### src/rtl/input_conditioner.sv
// Switch/key front end: 2-FF synchronizers, per-bit debounce, edge pulses,
// key auto-repeat FSM and a wrapping press counter. All outputs are registered.
module input_conditioner #(
  parameter int N_SW            = 8,
  parameter int DEBOUNCE_CYCLES = 500000,
  parameter int REPEAT_DELAY    = 25000000,
  parameter int REPEAT_PERIOD   = 5000000
) (
  input  logic            Clk,
  input  logic            Reset,
  input  logic [N_SW-1:0] SW,
  input  logic            KEY_N,
  input  logic            repeat_en,
  output logic [N_SW-1:0] sw_stable,
  output logic            key_n_stable,
  output logic            press_pulse,
  output logic            release_pulse,
  output logic            sw_changed,
  output logic [7:0]      press_count
);

  localparam int NB    = N_SW + 1;
  localparam int DW    = (DEBOUNCE_CYCLES > 2) ? $clog2(DEBOUNCE_CYCLES) : 1;
  localparam int T_MAX = (REPEAT_DELAY > REPEAT_PERIOD) ? REPEAT_DELAY : REPEAT_PERIOD;
  localparam int TW    = (T_MAX > 2) ? $clog2(T_MAX) : 1;

  localparam logic [DW-1:0] DB_LAST     = DW'(DEBOUNCE_CYCLES - 1);
  localparam logic [TW-1:0] DELAY_LAST  = TW'(REPEAT_DELAY - 1);
  localparam logic [TW-1:0] PERIOD_LAST = TW'(REPEAT_PERIOD - 1);

  logic [NB-1:0] raw;
  logic [NB-1:0] stable;

  // The key rides along as the top bit so it shares the switch debouncer.
  assign raw = {KEY_N, SW};

  genvar gi;
  generate
    for (gi = 0; gi < NB; gi++) begin : g_bit
      localparam logic RST_VAL = (gi == N_SW);
      logic          s1_reg;
      logic          s2_reg;
      logic          stable_reg;
      logic [DW-1:0] cnt_reg;

      always_ff @(posedge Clk) begin
        if (Reset) begin
          s1_reg     <= RST_VAL;
          s2_reg     <= RST_VAL;
          stable_reg <= RST_VAL;
          cnt_reg    <= '0;
        end else begin
          s1_reg <= raw[gi];
          s2_reg <= s1_reg;
          if (s2_reg == stable_reg) begin
            cnt_reg <= '0;
          end else if (cnt_reg == DB_LAST) begin
            stable_reg <= s2_reg;
            cnt_reg    <= '0;
          end else begin
            cnt_reg <= cnt_reg + DW'(1);
          end
        end
      end

      assign stable[gi] = stable_reg;
    end
  endgenerate

  assign sw_stable    = stable[N_SW-1:0];
  assign key_n_stable = stable[N_SW];

  typedef enum logic [1:0] {
    ST_IDLE,
    ST_DELAY,
    ST_REPEAT
  } state_t;

  state_t          state_reg, state_next;
  logic [TW-1:0]   timer_reg, timer_next;
  logic            press_reg, press_next;
  logic            release_reg, release_next;
  logic [7:0]      count_reg, count_next;
  logic [N_SW-1:0] sw_prev_reg;
  logic            sw_changed_reg;
  logic            key_prev_reg;
  logic            key_fall;
  logic            key_rise;

  assign key_fall = key_prev_reg & ~key_n_stable;
  assign key_rise = ~key_prev_reg & key_n_stable;

  always_ff @(posedge Clk) begin
    if (Reset) begin
      state_reg      <= ST_IDLE;
      timer_reg      <= '0;
      press_reg      <= 1'b0;
      release_reg    <= 1'b0;
      count_reg      <= '0;
      sw_prev_reg    <= '0;
      sw_changed_reg <= 1'b0;
      key_prev_reg   <= 1'b1;
    end else begin
      state_reg      <= state_next;
      timer_reg      <= timer_next;
      press_reg      <= press_next;
      release_reg    <= release_next;
      count_reg      <= count_next;
      sw_prev_reg    <= sw_stable;
      sw_changed_reg <= |(sw_stable ^ sw_prev_reg);
      key_prev_reg   <= key_n_stable;
    end
  end

  // A release always wins, even over a timer expiry in the same cycle.
  always_comb begin
    state_next   = state_reg;
    timer_next   = timer_reg;
    press_next   = 1'b0;
    release_next = 1'b0;
    if (key_rise) begin
      release_next = 1'b1;
      state_next   = ST_IDLE;
      timer_next   = '0;
    end else begin
      case (state_reg)
        ST_IDLE: begin
          if (key_fall) begin
            press_next = 1'b1;
            timer_next = '0;
            state_next = ST_DELAY;
          end
        end
        ST_DELAY: begin
          if (repeat_en) begin
            if (timer_reg == DELAY_LAST) begin
              press_next = 1'b1;
              timer_next = '0;
              state_next = ST_REPEAT;
            end else begin
              timer_next = timer_reg + TW'(1);
            end
          end
        end
        ST_REPEAT: begin
          if (!repeat_en) begin
            timer_next = '0;
            state_next = ST_DELAY;
          end else if (timer_reg == PERIOD_LAST) begin
            press_next = 1'b1;
            timer_next = '0;
          end else begin
            timer_next = timer_reg + TW'(1);
          end
        end
        default: begin
          state_next = ST_IDLE;
          timer_next = '0;
        end
      endcase
    end
    count_next = count_reg + {7'd0, press_next};
  end

  assign press_pulse   = press_reg;
  assign release_pulse = release_reg;
  assign sw_changed    = sw_changed_reg;
  assign press_count   = count_reg;

endmodule

### config.mk
export PLATFORM = sky130hd
export DESIGN_NAME = input_conditioner
export DESIGN_NICKNAME = d
export VERILOG_FILES = /design/src/rtl/input_conditioner.sv
export SDC_FILE = /design/constraint.sdc
export NUM_CORES = 1
export LEC_CHECK = 0
export CORE_ASPECT_RATIO = 1.5
export CORE_MARGIN = 2
export CORE_UTILIZATION = 40
export DETAILED_ROUTE_END_ITERATION = 7
export DONT_BUFFER_PORTS = 1
export GPL_TIMING_DRIVEN = 1
export SETUP_SLACK_MARGIN = 0.1
export SLEW_MARGIN = 5
export SYNTH_ARGS = -nofsm -noshare
export SYNTH_HDL_FRONTEND = slang
export SYNTH_SLANG_ARGS = --single-unit
### constraint.sdc
create_clock -name Clk -period 5.6 [get_ports Clk]
set_clock_uncertainty 0.1 [all_clocks]
set_input_delay 1.4 -clock Clk [delete_from_list [all_inputs] [get_ports Clk]]
set_output_delay 1.4 -clock Clk [all_outputs]
set_load 0.1 [all_outputs]
==> impl_metrics.py, run 1 <==
metrics = {
    "run_status": {
        "status": "finished, final reports clean",
    },
    "synthesis": {
        "synth_edf_count": 0,
        "synth_area_leaders": "dfxtp_1 47%, xor2_1 8.8%, nor2_1 8.4%, xnor2_1 6.1%, nand3_1 4.4%",
        "syn_inst": 1186,
        "mappedNetlistNets": 1214,
        "synthTopCellsByCount": "245 x dfxtp_1, 235 x nor2_1, 105 x xor2_1, 92 x nand3_1, 82 x nand2_1",
        "yosysWarningCount": 0,
        "postSynthAreaPerCell_sq_um": 8.83,
        "syn-cell-area_sq_um": 10500,
        "ys.flop_type": "dfxtp_1",
        "seq_area_frac_synth_pct": 46.8,
        "synth_seq_cells": 245,
        "synth_top_area_share_pct": 46.8,
        "synth_cell_types": 50,
        "async_reset_ff_share_pct": 0,
        "yosysTopAreaCell": "dfxtp_1",
        "yosysMostFrequentCell": "dfxtp_1",
    },
    "timing": {
        "slew_headroom_pct": 20.6,
        "tightestPinTransition_ns": 1.19,
        "grt_setup_unrepaired": "false",
        "maxSlewViolCount": 0,
        "fmax_mhz": 319,
        "setup_viol": 0,
        "setup_tns_ns": 0,
        "min_period_over_period_pct": 55.9,
        "hold_viol": 0,
        "finalCriticalPeriod_ns": 3.13,
    },
    "critical_path": {
        "startpoint_type": "register",
        "endpoint_kind": "output port",
        "critPathKind": "register to output port",
        "arrival_ns": 1.63,
        "rrSetupSlack_ns": 2.69,
        "required_ns": 4.10,
        "critical_path.max_fanout": 5,
    },
    "pwr": {
        "power_density_nw_per_um2": 292,
        "total_power_mw": 3.36,
        "max-vdd-ir-drop_v": 0.000228,
        "leakage_nw": 3.80,
    },
    "place": {
        "post_dp_cell_area_sq_um": 10700,
        "dp.final_hpwl_um": 13100,
        "dp.cells": 1480,
        "port_buffers": 0,
        "routabilityCongestion": 0.790,
    },
    "clocking": {
        "clock-sinks": 245,
        "cts_resized": 0,
        "cts_hold_buf": 0,
        "cts_inserted_buffers": 25,
        "htreeDepth": 1,
        "cts_setup_buffers": 0,
        "clkLatencyLatePin_ns": 0.52,
        "clock_path_buffers": 3,
        "clk_pin_slew_ns": 0.06,
        "cts_root_buffer": "clkbuf_16",
        "cts_tree": "done",
    },
    "floorplanning": {
        "rows": 72,
        "die_w_um": 136,
        "die_h_um": 202,
        "dieArea_sq_um": 27500,
        "coreArea_sq_um": 25800,
        "initial_core_util_pct": 40.7,
        "ioPinCount": 32,
    },
    "routing": {
        "drc": 0,
        "via_per_inst": 4.98,
        "ant_nets": 0,
        "vias": 7585,
        "wire_per_inst_um": 12.4,
        "drtIter0Drc": 272,
        "wl_um": 18900,
        "dr.pass1.iters": 4,
    },
    "global_routing": {
        "grt_pass1_vias": 7337,
        "grt_max_degree": 57,
        "globalRouteTotalUtil_pct": 14.1,
        "grt_first_pass_wirelength_um": 33200,
        "overflow": 0,
        "antenna_found_initial": 1,
    },
    "final_layout": {
        "nNetsFinal": 1202,
        "finalNonFillerCells": 1524,
        "postLayoutCoreUtil_pct": 44.6,
        "largest_register_ffs": 171,
        "layout-drive-gt1-share_pct": 4.70,
        "stdcell_area_sq_um": 11500,
        "syn_to_final_growth_pct": 9.58,
        "antenna_cells": 0,
    },
    "job": {
        "max-cap-violations": 0,
    },
    "worst_hold_path": {
        "hold_path.class": "register to register",
    },
}
[placed cells by master (no fill, tap or decap), types with 10 or more instances in the layout]
cell	instances
nor4b_1	12
or3_1	19
nand3_1	92
xnor2_1	73
mux2i_1	10
xor2_1	105
a21oi_1	13
clkinv_2	10
nor4_1	13
dfxtp_1	245
nand4_1	36
inv_1	23
and3_1	37
nor3_1	15
and4_1	17
nor2_1	235
nor2b_1	32
ha_1	16
clkbuf_16	25
nand2_1	82
[cell type report]
class	instances	area (sq um)
repair buffers	3	22.5
inverters	23	86.3
clock buffers	30	654
clock inverters	14	105
multi-input cells	876	5290
well taps	333	417
fillers	2581	14300
flip-flops and latches	245	4900
[per-stage QoR]
stage | worst slack, ns | hold WS [ns]
6_report | 2.47 | 0.332
5_1_grt | 2.32 | 0.349
4_1_cts | 2.43 | 0.332
3_5_place_dp | 2.03 | 0.318
3_3_place_gp | 2.06 | 0.318
2_1_floorplan | 2.77 | 0.289
[power by group]
group          switching, mW  internal [mW]  leakage (nW)
combinational         0.0336         0.0157          1.44
clock                  0.671          0.880         0.382
sequential           0.00588           1.75          1.98
total                  0.710           2.65          3.80
[cell families after synthesis]
| kind of cell | share of synthesized area (%) |
|---|---|
| xor gates and xnor gates | 14.9 |
| muxes | 0.955 |
| AOI/OAI and AO/OA | 3.13 |
| and+or+nand+nor | 29.6 |
| DFF | 46.8 |
| adders and majority gates | 1.91 |
| buffers and inverters | 2.69 |
[final timing paths]
| path | depth (start not counted) | end | from |
|---|---|---|---|
| max | 0 | sw_stable[5] | g_bit[5].stable_reg |
| min | 1 | g_bit[8].s2_reg | g_bit[8].s1_reg |
| max reg2reg | 12 | press_count[6] | timer_reg[0] |
| min reg2reg | 1 | g_bit[8].s2_reg | g_bit[8].s1_reg |
[layer usage]
metal,share of wire [%],global-route usage [%]
met1,44,17.2
met2,49,24.7
met3,4.2,2.91
met4,1.9,4.28
met5,0.042,0
(Power assumes the default switching activity.)
==> inputs of run 2 (changes only) <==
clock period = 2.7 ns   (was 5.6 ns; I/O delays follow)
==> impl_metrics.py, run 2 (synthesis gave the netlist of run 1 again) <==
metrics = {
    "run_status": {
        "status": "finished, final reports clean",
    },
    "worst_hold_path": {
        "min_from": "Reset",
        "hold_path.class": "input port to register",
        "holdPathStages": 1,
        "hold_end": "press_count[0]",
    },
    "clocking": {
        "clk_pin_slew_ns": 0.06,
        "clock_path_buffers": 3,
        "cts_root_buffer": "clkbuf_16",
        "htreeDepth": 1,
        "cts_hold_buf": 0,
        "cts_tree": "done",
        "clock-sinks": 245,
        "cts_inserted_buffers": 25,
        "clkLatencyLatePin_ns": 0.53,
    },
    "place": {
        "dp.cells": 1522,
        "dp.final_hpwl_um": 13700,
        "routabilityCongestion": 0.789,
        "port_buffers": 0,
        "post-place-ws_ns": -0.173,
    },
    "final_layout": {
        "antenna_cells": 0,
        "fillers": 2556,
        "nNetsFinal": 1245,
        "multiInputGateArea_sq_um": 5390,
        "final_common_cell": "dfxtp_1",
        "layout-drive-gt1-share_pct": 9.31,
        "seqCellArea_sq_um": 4910,
        "postLayoutCoreUtil_pct": 46.5,
        "largest_register_ffs": 171,
        "layout_common_cells": "242 x dfxtp_1, 234 x nor2_1, 105 x xor2_1",
        "finalNonFillerCells": 1568,
        "syn_to_final_growth_pct": 14.4,
    },
    "routing": {
        "via_per_inst": 4.98,
        "wire_per_inst_um": 12.7,
        "drtIter0Drc": 301,
        "ant_nets": 0,
        "wl_um": 19900,
        "vias": 7814,
        "drc": 0,
        "dr.pass1.iters": 4,
    },
    "critical_path": {
        "arrival_ns": 2.84,
        "rrSetupSlack_ns": 0.23,
        "critPathKind": "register to register",
        "endpoint_kind": "register",
        "r2r_end": "press_count[7]",
        "required_ns": 3.07,
        "r2r_start": "timer_reg[17]",
        "critical_path.max_fanout": 3,
        "startpoint_type": "register",
        "reg2regPathDepth": 11,
    },
    "timing": {
        "setup_viol": 0,
        "finalCriticalPeriod_ns": 2.47,
        "setup_slack_ns": 0.234,
        "fmax_mhz": 406,
        "fin_hold_ws_ns": 0.115,
        "tightestPinTransition_ns": 0.654,
        "maxSlewViolCount": 0,
        "min_period_over_period_pct": 91.3,
        "hold_viol": 0,
        "grt_setup_unrepaired": "true",
        "slew_headroom_pct": 56.4,
    },
    "floorplanning": {
        "coreArea_sq_um": 25800,
        "rows": 72,
        "initial_core_util_pct": 40.7,
        "ioPinCount": 32,
        "die_h_um": 202,
        "die_w_um": 136,
        "dieArea_sq_um": 27500,
    },
    "job": {
        "max-cap-violations": 0,
    },
    "global_routing": {
        "antenna_found_initial": 0,
        "grt_first_pass_wirelength_um": 34200,
        "globalRouteTotalUtil_pct": 14.6,
        "grt_max_degree": 57,
        "grt_pass1_vias": 7687,
        "overflow": 0,
    },
    "pwr": {
        "power_density_nw_per_um2": 607,
        "leakage_nw": 4.09,
        "max-vdd-ir-drop_v": 0.000523,
    },
}
[run 2: changes by cell type in the layout (fill, tap and decap cells not counted), sizes merged]
cell / delta
clkinv: -3
bufinv: +2
buf: +43
clkinvlp: -1
clkbuf: +3
[run 2: area by class of cell]
class                      count  area share (%)
sequential                   245            41.0
multi-input combinational    876            44.9
timing repair buffer          46            2.88
clock inverter                12            1.28
clock buffer                  33            5.72
tap                          333            3.48
inverter                      23           0.721
[run 2: what timing repair did]
item	in CTS	in global routing
cloned	0	0
pin swaps	1	7
resized for setup	5	18
setup buffers	0	1
setup endpoints to repair	15	15
[run 2: metal layers]
metal  track usage (%)  vias up  part of all wire [%]
met4              4.43        0                   2.4
met3              2.46       35                   3.4
met5                 0        -                     0
li1                  -     4065                     -
met2              27.0       74                    51
met1              16.9     3640                    43
[run 2: worst max path at each step]
stage	endpoint	slack, ns	startpoint
2_1_floorplan	press_count[5]	0.14	timer_reg[0]
3_3_place_gp	timer_reg[3]	-0.11	timer_reg[0]
3_5_place_dp	timer_reg[5]	-0.17	timer_reg[0]
6_report	press_count[7]	0.23	timer_reg[17]
5_1_grt	press_count[5]	0.05	timer_reg[17]
4_1_cts	timer_reg[18]	0.11	timer_reg[0]
[run 2: metrics by stage]
step	setup TNS (ns)	power, mW	instance area, sq um
after floorplan	0	3.82	10500
after global placement	-0.735	3.84	11000
after detailed placement	-1.15	3.84	11000
after CTS	0	7.40	11900
after global routing	0	7.56	12000
final	0	7.27	12000
[run 2: report_power, final]
group / total [mW] / internal [mW] / switching [mW]
logic: 0.112 / 0.0381 / 0.0740
registers: 3.65 / 3.63 / 0.0123
clock network: 3.51 / 2.08 / 1.43
[run 2: worst max-delay path, stage by stage (launching register included)]
cell     delay, ns
dfxtp_2       0.33
nor4b_4       0.33
nand4_4       0.18
nor4_4        0.33
nand3_2       0.13
a31oi_1       0.16
a21o_1        0.11
ha_2          0.20
and3_4        0.20
nand3_2       0.08
xor2_1        0.15
nor2_1        0.10
